## config.mk

```make
export PLATFORM = sky130hd
export DESIGN_NAME = pipe_stall_ctrl
export DESIGN_NICKNAME = d
export VERILOG_FILES = /design/src/rtl/pipe_stall_ctrl.sv
export SDC_FILE = /design/constraint.sdc
export NUM_CORES = 1
export LEC_CHECK = 0
export CORE_AREA = 10 10 96 98
export DETAILED_ROUTE_END_ITERATION = 6
export DIE_AREA = 0 0 106 108
export PLACE_DENSITY_LB_ADDON = 0.12
export SETUP_SLACK_MARGIN = 0.15
export SYNTH_ARGS = -nofsm -noshare
export SYNTH_HDL_FRONTEND = slang
export SYNTH_SLANG_ARGS = --single-unit
```

## constraint.sdc

```tcl
create_clock -name cpu_clk_50M -period 5.5 [get_ports cpu_clk_50M]
set_input_delay 1.1 -clock cpu_clk_50M [delete_from_list [all_inputs] [get_ports cpu_clk_50M]]
set_output_delay 1.1 -clock cpu_clk_50M [all_outputs]
set_load 0.01 [all_outputs]
```

## src/rtl/pipe_stall_ctrl.sv

```systemverilog
`default_nettype none
// ============================================================================
// Module      : pipe_stall_ctrl
// Description : Central stall/flush controller for the five-stage MiniMIPS32
//               pipeline. Merges per-stage stall requests into the register
//               hold vector, sequences the multi-cycle divider hold in EXE,
//               produces the exception/ERET flush and redirect PC, and tracks
//               orphaned AXI instruction fetches that must be discarded
//               after a flush.
// Revision    : 1.0 - initial release
// ----------------------------------------------------------------------------
// Ports
//   cpu_clk_50M      in   1  clock
//   cpu_rst_n        in   1  asynchronous active-low reset
//   stallreq_if      in   1  IF waiting for inst_data_ok
//   stallreq_id      in   1  ID load-use hazard
//   stallreq_exe     in   1  EXE single-cycle hold (non-divider)
//   div_start        in   1  DIV/DIVU sitting in EXE
//   stallreq_mem     in   1  MEM waiting for the data bus
//   exc_valid        in   1  MEM-stage exception or ERET commit
//   exc_is_eret      in   1  qualifies exc_valid as ERET
//   cp0_epc          in  32  current EPC
//   inst_req_pending in   1  IF fetch issued, not yet returned
//   inst_data_ok     in   1  fetch data beat returns this cycle
//   stall            out  5  hold vector {MEM/WB,EXE/MEM,ID/EXE,IF/ID,PC}
//   flush            out  1  clear all pipeline registers at next edge
//   flush_pc         out 32  redirect PC, valid with flush
//   div_busy         out  1  divider sequencer not idle
//   div_done         out  1  quotient/remainder valid this cycle
//   fetch_discard    out  1  next inst_data_ok beat is from a flushed stream
//   stall_cycles     out 32  saturating count of stalled cycles
// ============================================================================
module pipe_stall_ctrl #(
    parameter int          DIV_CYCLES = 32,
    parameter logic [31:0] EXC_VECTOR = 32'hBFC00380
) (
    input  logic        cpu_clk_50M,
    input  logic        cpu_rst_n,
    input  logic        stallreq_if,
    input  logic        stallreq_id,
    input  logic        stallreq_exe,
    input  logic        div_start,
    input  logic        stallreq_mem,
    input  logic        exc_valid,
    input  logic        exc_is_eret,
    input  logic [31:0] cp0_epc,
    input  logic        inst_req_pending,
    input  logic        inst_data_ok,
    output logic [4:0]  stall,
    output logic        flush,
    output logic [31:0] flush_pc,
    output logic        div_busy,
    output logic        div_done,
    output logic        fetch_discard,
    output logic [31:0] stall_cycles
);

    localparam logic [5:0] C_DIV_LAST = 6'(DIV_CYCLES - 1);

    typedef enum logic [1:0] {
        DIV_IDLE = 2'd0,
        DIV_BUSY = 2'd1,
        DIV_DONE = 2'd2
    } div_state_t;

    typedef enum logic [0:0] {
        FD_IDLE    = 1'b0,
        FD_DISCARD = 1'b1
    } fd_state_t;

    div_state_t  div_state_q, div_state_d;
    logic [5:0]  div_cnt_q,   div_cnt_d;
    fd_state_t   fd_state_q,  fd_state_d;
    logic [31:0] stall_cnt_q, stall_cnt_d;

    logic        w_flush;
    logic        w_div_hold;

    // ------------------------------------------------------------------
    // Flush and redirect. Combinational outputs are also gated by reset
    // so every output reads 0 while reset is held, not just the registers.
    // ------------------------------------------------------------------
    assign w_flush = exc_valid & cpu_rst_n;
    assign flush   = w_flush;

    always_comb begin
        flush_pc = 32'h0;
        if (w_flush) begin
            flush_pc = exc_is_eret ? cp0_epc : EXC_VECTOR;
        end
    end

    // ------------------------------------------------------------------
    // Divider sequencer
    // ------------------------------------------------------------------
    always_ff @(posedge cpu_clk_50M or negedge cpu_rst_n) begin
        if (!cpu_rst_n) begin
            div_state_q <= DIV_IDLE;
            div_cnt_q   <= 6'd0;
        end else begin
            div_state_q <= div_state_d;
            div_cnt_q   <= div_cnt_d;
        end
    end

    always_comb begin
        div_state_d = div_state_q;
        div_cnt_d   = div_cnt_q;
        // The start cycle itself is held so the DIV cannot slip out of EXE
        // before the sequencer has registered it.
        w_div_hold  = 1'b0;
        div_busy    = 1'b0;
        div_done    = 1'b0;
        case (div_state_q)
            DIV_IDLE: begin
                if (div_start && !w_flush) begin
                    w_div_hold  = 1'b1;
                    div_state_d = DIV_BUSY;
                    div_cnt_d   = C_DIV_LAST;
                end
            end
            DIV_BUSY: begin
                w_div_hold = 1'b1;
                div_busy   = 1'b1;
                if (w_flush) begin
                    div_state_d = DIV_IDLE;
                    div_cnt_d   = 6'd0;
                end else if (div_cnt_q == 6'd0) begin
                    div_state_d = DIV_DONE;
                end else begin
                    // A MEM stall does not freeze the count; the result simply
                    // waits in DIV_DONE.
                    div_cnt_d = div_cnt_q - 6'd1;
                end
            end
            DIV_DONE: begin
                div_busy = 1'b1;
                // A flush in this cycle kills the instruction, so its result
                // is never reported.
                div_done = !w_flush;
                if (w_flush || !stallreq_mem) begin
                    div_state_d = DIV_IDLE;
                end
            end
            default: begin
                div_state_d = DIV_IDLE;
                div_cnt_d   = 6'd0;
            end
        endcase
    end

    // ------------------------------------------------------------------
    // Fetch-discard tracker: one outstanding AXI beat at most, so a second
    // flush while already discarding still owes exactly one beat.
    // ------------------------------------------------------------------
    always_ff @(posedge cpu_clk_50M or negedge cpu_rst_n) begin
        if (!cpu_rst_n) begin
            fd_state_q <= FD_IDLE;
        end else begin
            fd_state_q <= fd_state_d;
        end
    end

    always_comb begin
        fd_state_d = fd_state_q;
        case (fd_state_q)
            FD_IDLE: begin
                // A beat landing in the flush cycle is killed by the IF/ID
                // flush itself and needs no tracking.
                if (w_flush && inst_req_pending && !inst_data_ok) begin
                    fd_state_d = FD_DISCARD;
                end
            end
            FD_DISCARD: begin
                if (inst_data_ok) begin
                    fd_state_d = FD_IDLE;
                end
            end
            default: fd_state_d = FD_IDLE;
        endcase
    end

    assign fetch_discard = cpu_rst_n && (fd_state_q == FD_DISCARD);

    // ------------------------------------------------------------------
    // Hold vector. A prefix of ones stops the earlier registers while the
    // first zero above it bubbles the next register.
    // ------------------------------------------------------------------
    always_comb begin
        stall = 5'b00000;
        if (!cpu_rst_n || w_flush) begin
            stall = 5'b00000;
        end else if (stallreq_mem) begin
            stall = 5'b01111;
        end else if (w_div_hold || stallreq_exe) begin
            stall = 5'b00111;
        end else if (stallreq_id) begin
            stall = 5'b00011;
        end else if (stallreq_if || fetch_discard) begin
            stall = 5'b00001;
        end
    end

    // ------------------------------------------------------------------
    // Stall performance counter, saturating
    // ------------------------------------------------------------------
    always_comb begin
        stall_cnt_d = stall_cnt_q;
        if ((stall != 5'b00000) && !w_flush && (stall_cnt_q != 32'hFFFF_FFFF)) begin
            stall_cnt_d = stall_cnt_q + 32'd1;
        end
    end

    always_ff @(posedge cpu_clk_50M or negedge cpu_rst_n) begin
        if (!cpu_rst_n) begin
            stall_cnt_q <= 32'h0;
        end else begin
            stall_cnt_q <= stall_cnt_d;
        end
    end

    assign stall_cycles = stall_cnt_q;

endmodule
`default_nettype wire

```

==> results.cfg, run 1 <==
[floorplan]
floorplan.rows = 32
die_area_mm2 = 0.0114
floorplan.initialDensity_pct = 33.8
top_level_ports = 116
core-area_mm2 = 0.00745
die_h_um = 108
fp.dieW_um = 106

[cts]
cts_inserted_buffers = 5
cts_num_sinks = 41
clock-root-buffer = sky130_fd_sc_hd__clkbuf_8
cts_tree = yes
ctsHtreeMaxLevel = 2
post_cts_resize_count = 0
worst_skew_pair.late_latency_ps = 290
cts-hold-fix-buffers = 0
post-cts-setup-buffer-count = 0
cts.clk_slew.worst_paths_ps = 70
ctsLongestPathBuffers = 2

[sta]
worst-slew-pin-transition_ps = 1130
worst_clock_skew_ps = 4.28
drv_slew = 0
post-route-worst-setup-slack_ps = 1270
timing.slew.headroom_pct = 24.3
final_min_period_over_clock_period_pct = 76.8
timing.setup.tns_ps = 0
timing.final.hold_violations = 0
timing.final.setup_violations = 0
max_freq_mhz = 237
setup_repair_after_global_routing_missed_its_margin = no
layout_min_cycle_time_ps = 4230

[grt]
grt_max_degree = 41
global_route.usage.total_pct = 13.3
first_global_vias = 2320
grt-ovfl-total = 0
number_of_antenna_violations_at_the_first_check_in_global_routing = 0
grt_pass1_wl_um = 12500

[worst_setup_path]
timing.setup.critical_path_class = input port to output port
timing.critical_path.to_type = output port
cp.required_ps = 4400
critical_path_start = exc_is_eret
critical_path_arrival_ps = 3130
cp_max_fo = 20
r2r_start = div_state_q[0]
timing.critical_path.from_type = input port

[detailed_routing]
drt_iter0_drc = 100
routed_wl_um = 7720
route.detailed.vias_per_inst = 4.94
route.detailed.drc = 0
drt-wirelength-per-cell_um = 16.1
drt_first_pass_iters = 5
antenna_left = 0
via_count = 2376

[synth]
synthCells = 270
synth_edf_count = 0
post_synth_main_area_contributors = sky130_fd_sc_hd__dfrtp_1 (41%), sky130_fd_sc_hd__xnor2_1 (6.6%), sky130_fd_sc_hd__and2_1 (6.2%)
synth.largest_area_cell = sky130_fd_sc_hd__dfrtp_1
ys_async_sr_fraction_pct = 100
synth.distinct_cells = 47
ys.flop_type = sky130_fd_sc_hd__dfrtp_1
synthesis.nets = 318
mappedNetlistArea_mm2 = 0.00252
synth.top_cell.area_share_pct = 40.7
yosys_warnings = 0
ys_seq_area_share_pct = 40.7
synth.top_cells.by_count = sky130_fd_sc_hd__dfrtp_1 (41), sky130_fd_sc_hd__and2_1 (25), sky130_fd_sc_hd__inv_1 (21), sky130_fd_sc_hd__a21oi_1 (20), sky130_fd_sc_hd__xnor2_1 (19)
post-synth-top-count-cell = sky130_fd_sc_hd__dfrtp_1
synthesized_area_per_cell_um2 = 9.33
synth-seq-cells = 41

[layout]
post_route_cells_drive_above_1_share_pct = 5.54
finish.net_count = 427
growth_of_design_area_from_synthesis_to_finish_pct = 51.4
fill_cells = 707
layout.cells.non_filler = 481
n_antenna_cell = 0

[placed_design]
detailedPlace.worstSlack_ps = 1280
dpl.cell_count = 474
io_buffers = 114
post-dp-hpwl_um = 6230
gp_congestion = 0.792

[power]
power.leakage_nw = 1.57
totalPowerFinal_mw = 0.965
power_per_cell_area_mw_per_mm2 = 253
vdd_drop_max_mv = 0.201

[hold_path]
hp-start = stall_cycles[19]
hold_path.class = register to register

[run]
drv.max_cap_violation_count = 0

[outcome]
outcome = complete, no violations
## logic make-up (layout without fill, tap and decap cells)
kind of cell,after synthesis,after routing,share of synthesized area (%)
compound gates,42,42,11.8
xor+xnor,28,28,9.73
fa+ha+maj,5,5,2.48
buf+inv,34,143,5.61
flops,41,41,40.7
mux,3,3,1.29
other cells,1,1,0.149
simple gates,116,116,28.2
## cells in the final DEF, fill, tap and decap left out, types with 2 or more instances in the layout
cell type and instances:
sky130_fd_sc_hd__a21oi_1 20, sky130_fd_sc_hd__a41oi_1 2, sky130_fd_sc_hd__and2_1 25, sky130_fd_sc_hd__and3_1 8, sky130_fd_sc_hd__and4_1 5, sky130_fd_sc_hd__clkbuf_8 6
sky130_fd_sc_hd__clkdlybuf4s50_1 113, sky130_fd_sc_hd__dfrtp_1 41, sky130_fd_sc_hd__ha_1 5, sky130_fd_sc_hd__inv_1 21, sky130_fd_sc_hd__nand2_1 14, sky130_fd_sc_hd__nand3_1 15
sky130_fd_sc_hd__nand4_1 14, sky130_fd_sc_hd__nor2_1 10, sky130_fd_sc_hd__nor3_1 4, sky130_fd_sc_hd__nor3_2 8, sky130_fd_sc_hd__nor4_1 3, sky130_fd_sc_hd__o21a_1 4
sky130_fd_sc_hd__o21ai_0 2, sky130_fd_sc_hd__o22a_1 5, sky130_fd_sc_hd__o31ai_1 2, sky130_fd_sc_hd__xnor2_1 19, sky130_fd_sc_hd__xor2_1 9
## critical path: stages
cell                              delay (ps)
sky130_fd_sc_hd__clkdlybuf4s50_1         750
sky130_fd_sc_hd__and3_1                  520
sky130_fd_sc_hd__and2_1                  200
sky130_fd_sc_hd__clkdlybuf4s50_1         550
## through the flow
step	area [um2]	hold slack (ps)	util, %
2_1_floorplan	2520	475	-
4_1_cts	3810	499	51.2
6_report	3810	492	51.2
3_5_place_dp	3730	489	50.1
5_1_grt	3810	524	51.2
3_3_place_gp	3730	481	50.1
## area by class of cell
class | count | area, um2 | share of cell area (%)
clock buffers | 7 | 86.3 | 2.26
inverters | 21 | 78.8 | 2.07
multi-input cells | 195 | 1350 | 35.5
flip-flops and latches | 41 | 1030 | 26.9
well taps | 102 | 128 | 3.35
repair buffers | 115 | 1140 | 30.0
## path summary, 6_finish.rpt
check                                    to  slack [ps]  depth (start not counted)
setup / recovery               flush_pc[19]        1270                          4
hold / removal             stall_cycles[19]         490                          1
setup reg to reg           stall_cycles[13]        2960                          7
hold reg to reg            stall_cycles[19]         490                          1
max in group asynchronous  stall_cycles[17]        4180                          2
min in group asynchronous        fd_state_q         630                          1
## sequential cells by signal, summed over array words and instances, names as in the netlist
name,count
div_cnt_q,6
fd_state_q,1
div_state_q,2
stall_cycles,32
## where the power goes
| group | internal (mW) | total [mW] | switching, mW |
|---|---|---|---|
| Combinational | 0.199 | 0.360 | 0.162 |
| Clock | 0.0995 | 0.193 | 0.0938 |
| Sequential | 0.352 | 0.411 | 0.0591 |
## routing by layer
| metal | wire length [um] | track usage (%) | vias up | share of wire, % |
|---|---|---|---|---|
| met5 | 0 | 0 | - | 0 |
| met4 | 73 | 3.19 | 0 | 0.95 |
| met3 | 665 | 4.52 | 6 | 8.6 |
| met2 | 3200 | 20.0 | 116 | 41 |
| met1 | 3790 | 17.9 | 1099 | 49 |
| li1 | - | - | 1155 | - |
(Power assumes the default switching activity.)
==> run 2, diff against run 1 <==
clock period = 4.1 ns   (was 5.5 ns; I/O delays follow)
==> run 2 against run 1 <==
  * Worst setup slack worse by 790 ps
  * Via count rose by 0.51%
  * Core utilization is 0.30 points higher
  * Sequential power up 33%
  * Routed wire length is 1.7% higher
  * Worst hold slack lost 150 ps
  * Die area is the same
  * First-iteration DRC count fell by 8.0%
  * Critical path depth is 1 higher
  * Register-to-register slack got worse by 1400 ps
  * Non-clock buffer count is 1 higher
  * Critical path type unchanged
==> results.cfg, run 2 (synthesis results as in run 1) <==
[outcome]
outcome = complete, no violations

[detailed_routing]
antenna_left = 0
routed_wl_um = 7860
drt_first_pass_iters = 4
via_count = 2388
drt_iter0_drc = 92
route.detailed.drc = 0
drt-wirelength-per-cell_um = 16.3
route.detailed.vias_per_inst = 4.94

[layout]
n_antenna_cell = 0
layout_commonest_cell = sky130_fd_sc_hd__clkdlybuf4s50_1
layout.cells.non_filler = 483
register_area_mm2 = 0.00103
growth_of_design_area_from_synthesis_to_finish_pct = 52.3
largest_register_ffs = 32
finish.net_count = 428
post_route_cells_drive_above_1_share_pct = 6.30
layout_common_cells = sky130_fd_sc_hd__clkdlybuf4s50_1 (113), sky130_fd_sc_hd__dfrtp_1 (41), sky130_fd_sc_hd__and2_1 (25)
final_util_pct = 51.5
multiInputGateArea_mm2 = 0.00135
fill_cells = 708

[cts]
cts_tree = yes
post_cts_resize_count = 0
post-cts-setup-buffer-count = 0
worst_skew_pair.late_latency_ps = 290
cts_inserted_buffers = 5
cts-hold-fix-buffers = 0
cts_num_sinks = 41
cts.clk_slew.worst_paths_ps = 70
clock-root-buffer = sky130_fd_sc_hd__clkbuf_8
ctsHtreeMaxLevel = 2
ctsLongestPathBuffers = 2

[worst_setup_path]
critical_path_arrival_ps = 2790
timing.setup.critical_path_class = input port to output port
cp.required_ps = 3280
cp_max_fo = 7
timing.critical_path.from_type = input port
timing.critical_path.to_type = output port

[grt]
first_global_vias = 2391
grt-ovfl-total = 0
number_of_antenna_violations_at_the_first_check_in_global_routing = 0
global_route.usage.total_pct = 13.7
grt_max_degree = 39
grt_pass1_wl_um = 12800

[sta]
final_min_period_over_clock_period_pct = 88.1
worst_clock_skew_ps = 5.44
timing.final.hold_violations = 0
worst-slew-pin-transition_ps = 1160
whs_ps = 347
max_freq_mhz = 277
timing.final.setup_violations = 0
drv_slew = 0
setup_repair_after_global_routing_missed_its_margin = no
timing.setup.tns_ps = 0
layout_min_cycle_time_ps = 3610
timing.slew.headroom_pct = 22.2

[floorplan]
top_level_ports = 116
fp.dieW_um = 106
floorplan.rows = 32
floorplan.initialDensity_pct = 33.8
die_h_um = 108
die_area_mm2 = 0.0114
core-area_mm2 = 0.00745

[placed_design]
post-dp-hpwl_um = 6330
dpl.cell_count = 475
io_buffers = 114
gp_congestion = 0.818

[power]
power.leakage_nw = 1.58
power_per_cell_area_mw_per_mm2 = 345
vdd_drop_max_mv = 0.301

[hold_path]
hold_path.class = input port to async pin

[run]
drv.max_cap_violation_count = 0
run 2: where the power goes:
| group | internal (mW) | switching, mW |
|---|---|---|
| clock network | 0.152 | 0.136 |
| logic | 0.267 | 0.221 |
| registers | 0.472 | 0.0754 |
| total | 0.892 | 0.433 |
run 2: per-layer routing:
| layer | routed length [um] | track usage, % |
|---|---|---|
| met5 | 0 | 0 |
| met4 | 81 | 3.48 |
| met3 | 629 | 4.70 |
| met2 | 3290 | 20.3 |
| met1 | 3860 | 18.7 |
run 2: final timing paths:
check | to | from | depth (start not counted) | slack, ps
hold / removal | div_state_q[1] | cpu_rst_n | 1 | 350
hold reg to reg | stall_cycles[19] | stall_cycles[19] | 1 | 500
min in group cpu_clk_50M | stall_cycles[19] | stall_cycles[19] | 1 | 500
setup / recovery | stall[0] | div_start | 5 | 490
max in group asynchronous | div_cnt_q[3] | cpu_rst_n | 2 | 3060
setup reg to reg | stall_cycles[13] | div_state_q[0] | 7 | 1550
run 2: final cells by class:
cell class	instances	share of cell area (%)
repair buffers	116	30.0
well taps	102	3.33
inverters	21	2.05
clock buffers	7	2.51
clock inverters	1	0.130
flip-flops and latches	41	26.7
multi-input cells	195	35.2
run 2: critical path: stages:
cell and delay (ps):
sky130_fd_sc_hd__clkdlybuf4s50_1 440, sky130_fd_sc_hd__a2111o_1 490, sky130_fd_sc_hd__o41ai_4 430, sky130_fd_sc_hd__inv_1 110
sky130_fd_sc_hd__clkdlybuf4s50_1 500
run 2: through the flow:
stage                     area, um2  worst slack [ps]  power (mW)
after floorplan                2520              1560       0.826
after global placement         3740               485        1.04
after detailed placement       3740               478        1.05
after CTS                      3840               457        1.34
after global routing           3840               343        1.42
final                          3840               487        1.32
